$ cat config.mk
export PLATFORM = sky130hd
export DESIGN_NAME = captura_senha
export DESIGN_NICKNAME = d
export VERILOG_FILES = /design/src/rtl/captura_senha.sv
export SDC_FILE = /design/constraint.sdc
export NUM_CORES = 1
export LEC_CHECK = 0
export CAP_MARGIN = 5
export CELL_PAD_IN_SITES_DETAIL_PLACEMENT = 2
export CELL_PAD_IN_SITES_GLOBAL_PLACEMENT = 2
export CORE_MARGIN = 5
export CORE_UTILIZATION = 33
export CTS_CLUSTER_DIAMETER = 120
export CTS_CLUSTER_SIZE = 8
export DETAILED_ROUTE_END_ITERATION = 8
export HOLD_SLACK_MARGIN = 0.02
export PLACE_DENSITY = 0.91
export SYNTH_ARGS = -nofsm -noshare
export SYNTH_HDL_FRONTEND = slang
export SYNTH_SLANG_ARGS = --single-unit
$ cat constraint.sdc
create_clock -name clk -period 6 [get_ports clk]
set_input_delay 1.8 -clock clk [delete_from_list [all_inputs] [get_ports clk]]
set_output_delay 1.8 -clock clk [all_outputs]
set_load 0.01 [all_outputs]
$ cat src/rtl/captura_senha.sv
// Keypad password assembler: buffers digit keys, hands the packed password to the verifier on '#'
// and relays its verdict as a one-cycle result strobe. Optional idle clear via CAPTURA_TIMEOUT_EN.
module captura_senha #(
    parameter int MAX_DIGITS     = 20,
    parameter int MIN_DIGITS     = 4,
    parameter int TIMEOUT_CYCLES = 250_000_000
) (
    input  logic                                clk,
    input  logic                                rst,
    input  logic                                key_valid,
    input  logic [3:0]                          key_code,
    input  logic                                done_in,
    input  logic                                senha_ok_in,
    output logic [4*MAX_DIGITS-1:0]             senha_teste,
    output logic                                valid_out,
    output logic [$clog2(MAX_DIGITS+1)-1:0]     digit_count,
    output logic                                busy,
    output logic                                result_valid,
    output logic                                result_ok,
    output logic                                timeout
);

    localparam int                CNT_W      = $clog2(MAX_DIGITS + 1);
    localparam int                BUF_W      = 4 * MAX_DIGITS;
    localparam logic [CNT_W-1:0]  MAX_CNT    = CNT_W'(MAX_DIGITS);
    localparam logic [CNT_W-1:0]  MIN_CNT    = CNT_W'(MIN_DIGITS);
    localparam logic [3:0]        KEY_CLEAR  = 4'hA;
    localparam logic [3:0]        KEY_SUBMIT = 4'hB;
    localparam logic [BUF_W-1:0]  EMPTY_BUF  = {MAX_DIGITS{4'hF}};

    typedef enum logic [1:0] {COLETA, ENVIA, AGUARDA, RESULTADO} state_t;

    state_t state;
    logic   key_accept;
    logic   idle_expired;

    // Codes 0xC-0xF are not keys at all: they neither edit the buffer nor restart the idle timer.
    assign key_accept = key_valid && (key_code <= KEY_SUBMIT);
    assign busy       = (state != COLETA);

`ifdef CAPTURA_TIMEOUT_EN
    localparam int               IDLE_W    = (TIMEOUT_CYCLES > 1) ? $clog2(TIMEOUT_CYCLES) : 1;
    localparam logic [IDLE_W-1:0] IDLE_LAST = IDLE_W'(TIMEOUT_CYCLES - 1);

    logic [IDLE_W-1:0] idle_cnt;

    assign idle_expired = (state == COLETA) && (digit_count != '0) && !key_accept
                          && (idle_cnt == IDLE_LAST);

    always_ff @(posedge clk) begin
        if (rst || state != COLETA || digit_count == '0 || key_accept || idle_expired)
            idle_cnt <= '0;
        else
            idle_cnt <= idle_cnt + 1'b1;
    end
`else
    assign idle_expired = 1'b0;
`endif

    always_ff @(posedge clk) begin
        if (rst) begin
            state        <= COLETA;
            senha_teste  <= EMPTY_BUF;
            digit_count  <= '0;
            valid_out    <= 1'b0;
            result_valid <= 1'b0;
            result_ok    <= 1'b0;
            timeout      <= 1'b0;
        end else begin
            valid_out    <= 1'b0;
            result_valid <= 1'b0;
            timeout      <= 1'b0;
            case (state)
                COLETA: begin
                    if (idle_expired) begin
                        senha_teste <= EMPTY_BUF;
                        digit_count <= '0;
                        timeout     <= 1'b1;
                    end else if (key_accept) begin
                        if (key_code <= 4'd9) begin
                            // Full buffer keeps the most recent MAX_DIGITS digits.
                            if (digit_count < MAX_CNT) begin
                                senha_teste[{digit_count, 2'b00} +: 4] <= key_code;
                                digit_count <= digit_count + 1'b1;
                            end else begin
                                senha_teste <= {key_code, senha_teste[BUF_W-1:4]};
                            end
                        end else if (key_code == KEY_CLEAR) begin
                            senha_teste <= EMPTY_BUF;
                            digit_count <= '0;
                        end else if (digit_count >= MIN_CNT) begin
                            state     <= ENVIA;
                            valid_out <= 1'b1;
                        end else begin
                            // Too short to verify: reject locally without bothering the verifier.
                            senha_teste  <= EMPTY_BUF;
                            digit_count  <= '0;
                            result_valid <= 1'b1;
                            result_ok    <= 1'b0;
                        end
                    end
                end
                ENVIA: state <= AGUARDA;
                AGUARDA: begin
                    if (done_in) begin
                        result_ok    <= senha_ok_in;
                        result_valid <= 1'b1;
                        state        <= RESULTADO;
                    end
                end
                RESULTADO: begin
                    senha_teste <= EMPTY_BUF;
                    digit_count <= '0;
                    state       <= COLETA;
                end
                default: state <= COLETA;
            endcase
        end
    end

endmodule
== After elaboration in Yosys (flattened, before gate mapping) ==
Cells that the tools add are included.
Cells by class
  shift-type cells: 2
  bitwise gates (word level): 2
  $add $sub $neg: 2
  $lt $le $gt $ge: 4
  mux-type cells: 32
  equal/unequal tests: 12
  reductions and logical operators: 10
Operators with widths (number)
  80-bit two-way mux: 5
  80-bit case mux with 2 select lines: 1
  80-bit bitwise mux: 1
  4-bit by 9-bit variable shift with 80-bit output, first input constant: 1
  4-bit by 9-bit variable part select with 80-bit output: 1
  5-bit two-way mux: 5
  2-bit inequality test, second input constant: 6
  1-bit two-way mux: 11
  2-bit two-way mux: 5
  5-bit case mux with 2 select lines: 1
  7-bit negator with 9-bit output: 1
  4-bit less-or-equal comparator, second input constant: 2
  2-bit case mux with 4 select lines: 1
  6-bit AND reduction: 1
  2-bit nonzero test: 3
  5-bit by 1-bit adder with 5-bit output, second input constant: 1
  5-bit by 3-bit greater-or-equal comparator with 1-bit output, second input constant: 1
  5-bit < comparator, second input constant: 1
  5-bit AND reduction: 1
  5-bit OR reduction: 1
  2-bit == test, second input constant: 2
  4-bit == test, second input constant: 1
  4-bit inequality test, second input constant: 1
  1-bit case mux with 2 select lines: 2
  7 further kinds: 8
Word-level totals
  register bits after elaboration: 90
  bits of input ports: 9
  output and inout bits: 90

== Longest topological paths before layout ==
  word-level depth: 7
  depth in mapped cells: 9
  depth with buffers taken out: 7

== Least setup slack after synthesis ==
No wires, ideal clock.
  path kind: input to register
  start point: input key_code[2]
  end point: register senha_teste[13]
  required time: 5.878 ns
  arrival: 3.242 ns
  setup time: 0.122 ns
  stages: 7
  setup slack: 2.637 ns
  cells stage by stage: buf_2 > a21bo_2 > a21o_1 > nor3_4 > buf_4 > a31oi_1 > a221o_1
Between the ends
  word-level cells in the longest chain between the ends: 6
  elaborated cells on any way between the ends: 14
  classes of those cells: order compare (2); eq/ne (3); shift (1); mux (6); reduce/logical (2)
Ends and longest elaborated chain
  start: declaration: line 11  | input logic [3:0] key_code,
  4-bit by 9-bit variable part select with 80-bit output: line 83  | senha_teste[{digit_count, 2'b00} +: 4] <= key_code;
  80-bit bitwise mux: line 83
  80-bit two-way mux: line 82  | if (digit_count < MAX_CNT) begin
  80-bit two-way mux: line 80  | if (key_code <= 4'd9) begin
  80-bit two-way mux: line 79  | end else if (key_accept) begin
  80-bit case mux with 2 select lines: line 73  | case (state)
  end signal: indexed assignment: line 83
  end signal: assignment: line 86  | senha_teste <= {key_code, senha_teste[BUF_W-1:4]};
  end: declaration: line 14  | output logic [4*MAX_DIGITS-1:0] senha_teste,
Several ways; a longest one is shown, not always the timed one. The select of a mux whose other input is x is not followed.
A chain may end at the register's enable or synchronous reset.

== Worst setup path in the final report ==
  start point: input key_code[2]
  end point: register senha_teste[77]
The elaborated chain is that of the path after synthesis.

==> flow_summary.yaml <==
critical_path:
  path_cells: "clkdlybuf4s50_1 > buf_4 > a21bo_2 > a21o_1 > nor2_4 > a31oi_1 > a221o_1"
  cpPeakStageDelay_ns: 0.69
  crit_path_start_kind: "input port"
  end_kind: "register"
  worstRegToRegCells: 7
  critPathRequiredTime_ns: 6.24
  r2r_end: "senha_teste[4]"
  cp_max_fo: 33
  reg2reg_slack_ns: 2.54
  criticalPathCategory: "in2reg"
  arrival_ns: 4.79
  critPathBufInv: 2
  crit_slowest_cell: "clkdlybuf4s50_1"
  critPathTopFamily: "compound AO/OA/AOI/OAI gates"
  r2r_start: "digit_count[0]"
die:
  rows: 45
  dieArea_um2: 17910
  core_area_um2: 15150
  ios: 99
  start_util_pct: 33.40
  die_w_um: 133.8
  die_h_um: 133.8
clocking:
  clkSlewWorstSetupHoldPaths_ns: 0.07
  cts_tree: "done"
  holdBufCountCts: 0
  cts_inserted_buffers: 9
  clock_latency_ns: 0.37
  ctsResizeCount: 0
  clock_sinks: 90
  clockBufferDepth: 2
  cts-root-buf: "clkbuf_16"
  post_cts_buffers: 0
  htreeDepth: 3
cells_and_area:
  drive_above_1_share_pct: 6.802
  final_nets: 704
  fillCellCount: 1660
  area_delta_synth_final_pct: 26.81
  antenna_cells: 0
timing:
  grt_setup_unrepaired: "false"
  tightest_slew_ns: 1.124
  setup_viol: 0
  fin_crit_ns: 4.548
  layout_worst_path_cycle_share_pct: 75.80
  slew-limit-headroom_pct: 24.64
  clock.fmax_ghz: 0.2199
  tns_ns: 0
  drv_slew: 0
  hold_viol: 0
  fin_skew_ns: 0.01318
route:
  drt-initial-drc-count: 521
  wl_per_cell_um: 26.95
  wirelength_um: 23690
  drt_pass1_iterations: 5
  ant_nets: 0
  drc: 0
  vias: 5729
  viasPerCell: 6.518
synth:
  synth-edff-count: 0
  async_flop_share_pct: 0
  ys_warn_count: 0
  ys_types: 60
  yosys_most_used_dff: "dfxtp_1"
  synth_cells: 620
  syn-cell-area_um2: 5059
  ys_ff_latch: 90
  syn_nets: 638
  ys_seq_area_share_pct: 35.62
  synth.avg_cell_area_um2: 8.159
power_and_ir_drop:
  ir_drop_uv: 134.6
  finalPower_uw: 1571
  p_leak_uw: 0.002437
  power_density_nw_per_um2: 244.9
outcome:
  status: "finished, final reports clean"
placement:
  port_buffers: 97
  globalplace.congestion: 0.8510
  dp_hpwl_um: 15980
global_routing:
  grt_usage_pct: 26.05
  overflow: 0
  grt_pass1_wl_um: 36760
  first_global_vias: 6159
  grt_max_degree: 79
  antenna_found_initial: 0
worst_hold_path:
  hold_depth: 2
  hp-start: "senha_teste[41]"
  min_to: "senha_teste[41]"
  hold_path_class: "reg2reg"
flow_run:
  maxCapViolations: 0
## layer usage
layer  global-route usage, %  up-vias  part of all wire (%)  wire, µm
li1                        -     2462                     -         -
met1                   30.70     2949                    40      9503
met2                   44.24      249                    49     11650
met3                   4.764       69                   6.3      1495
met4                   15.31        0                   4.4      1042
met5                       0        -                     0         0
## per-stage QoR
stage	std cells	setup slack [ns]	util, %	hold WS [ns]	cell area [µm²]
after floorplan	620	2.637	-	0.4934	5059
after global placement	863	1.351	40.25	0.4853	6096
after detailed placement	863	1.224	40.25	0.4980	6096
after CTS	879	1.545	42.35	0.5147	6415
after global routing	879	1.370	42.35	0.5388	6415
final	879	1.452	42.35	0.5039	6415
## cells in the final DEF (no fill, tap or decap), drive strengths merged, types with 2 or more instances in the layout
cell type,n
nor2b,4
a21oi,66
and3,15
inv,18
a21o,8
bufinv,2
nand3,20
a32o,2
and2,8
nand2,45
nand4,4
a211oi,7
clkinvlp,2
a221oi,24
o21ai,56
nor2,57
o31ai,4
mux2i,21
a21boi,2
nand2b,2
o21a,8
o211ai,2
mux2,2
buf,13
clkbuf,9
a311o,4
a31o,3
clkdlybuf4s50,96
a221o,24
a31oi,19
nor3,7
a311oi,10
clkinv,3
a22oi,8
a41oi,2
ha,9
dfxtp,90
## cell families after synthesis
family,after synthesis,synth area share (%)
AOI/OAI and AO/OA,254,34.23
adders and majority gates,9,2.226
buffers and inverters,72,6.381
DFF,90,35.62
muxes,23,4.600
other,1,0.07413
and+or+nand+nor,171,16.87
## flip-flops by register name, indices dropped and copies added, names as in the netlist
name and count:
digit_count 5, result_ok 1, result_valid 1, senha_teste 80, state 2, valid_out 1
## synth_stat cells, types with 4 or more instances
cell type,count,area share (%)
a211oi_1,7,1.0
a21o_1,8,1.2
a21oi_1,65,6.4
a221o_1,24,4.7
a221oi_1,24,4.2
a22oi_1,8,1.2
a311o_1,4,0.79
a311oi_1,10,1.7
a31oi_1,18,2.2
and2_1,7,0.87
and3_1,15,1.9
buf_2,18,1.8
clkbuf_1,28,2.1
dfxtp_1,90,36
ha_1,9,2.2
inv_1,18,1.3
mux2i_1,21,4.2
nand2_1,45,3.3
nand3_1,20,2.0
nand4_1,4,0.49
nor2_1,56,4.2
nor2b_1,4,0.49
o21a_1,8,1.2
o21ai_0,51,5.0
o21ai_1,5,0.49
## tightest hold or removal path, cell delays in order (launching register included)
cell	delay, ns
dfxtp_1	0.31
inv_1	0.06
o21ai_0	0.08
## worst max path at each step
| stage | start | end | slack [ns] | depth (start not counted) |
|---|---|---|---|---|
| after global placement | key_code[2] | senha_teste[14] | 1.35 | 7 |
| after global routing | key_code[2] | senha_teste[49] | 1.37 | 7 |
| final | key_code[2] | senha_teste[77] | 1.45 | 7 |
| after floorplan | key_code[2] | senha_teste[13] | 2.64 | 7 |
| after CTS | key_code[2] | senha_teste[77] | 1.55 | 7 |
| after detailed placement | key_code[2] | senha_teste[68] | 1.22 | 7 |
## power breakdown
part           internal, µW  switching [µW]
sequential              627            35.5
combinational           110             162
clock                   365             272
total                  1100             470
## final cells by class
| type | instances | area [µm²] | share of cell area (%) |
|---|---|---|---|
| clock inverters | 7 | 93.84 | 1.463 |
| clock buffers | 9 | 225.2 | 3.511 |
| well taps | 188 | 235.2 | 3.667 |
| multi-input cells | 458 | 2935 | 45.76 |
| repair buffers | 109 | 1056 | 16.46 |
| flip-flops and latches | 90 | 1802 | 28.09 |
| inverters | 18 | 67.56 | 1.053 |
Note: power is estimated with default switching activity, not from simulation.
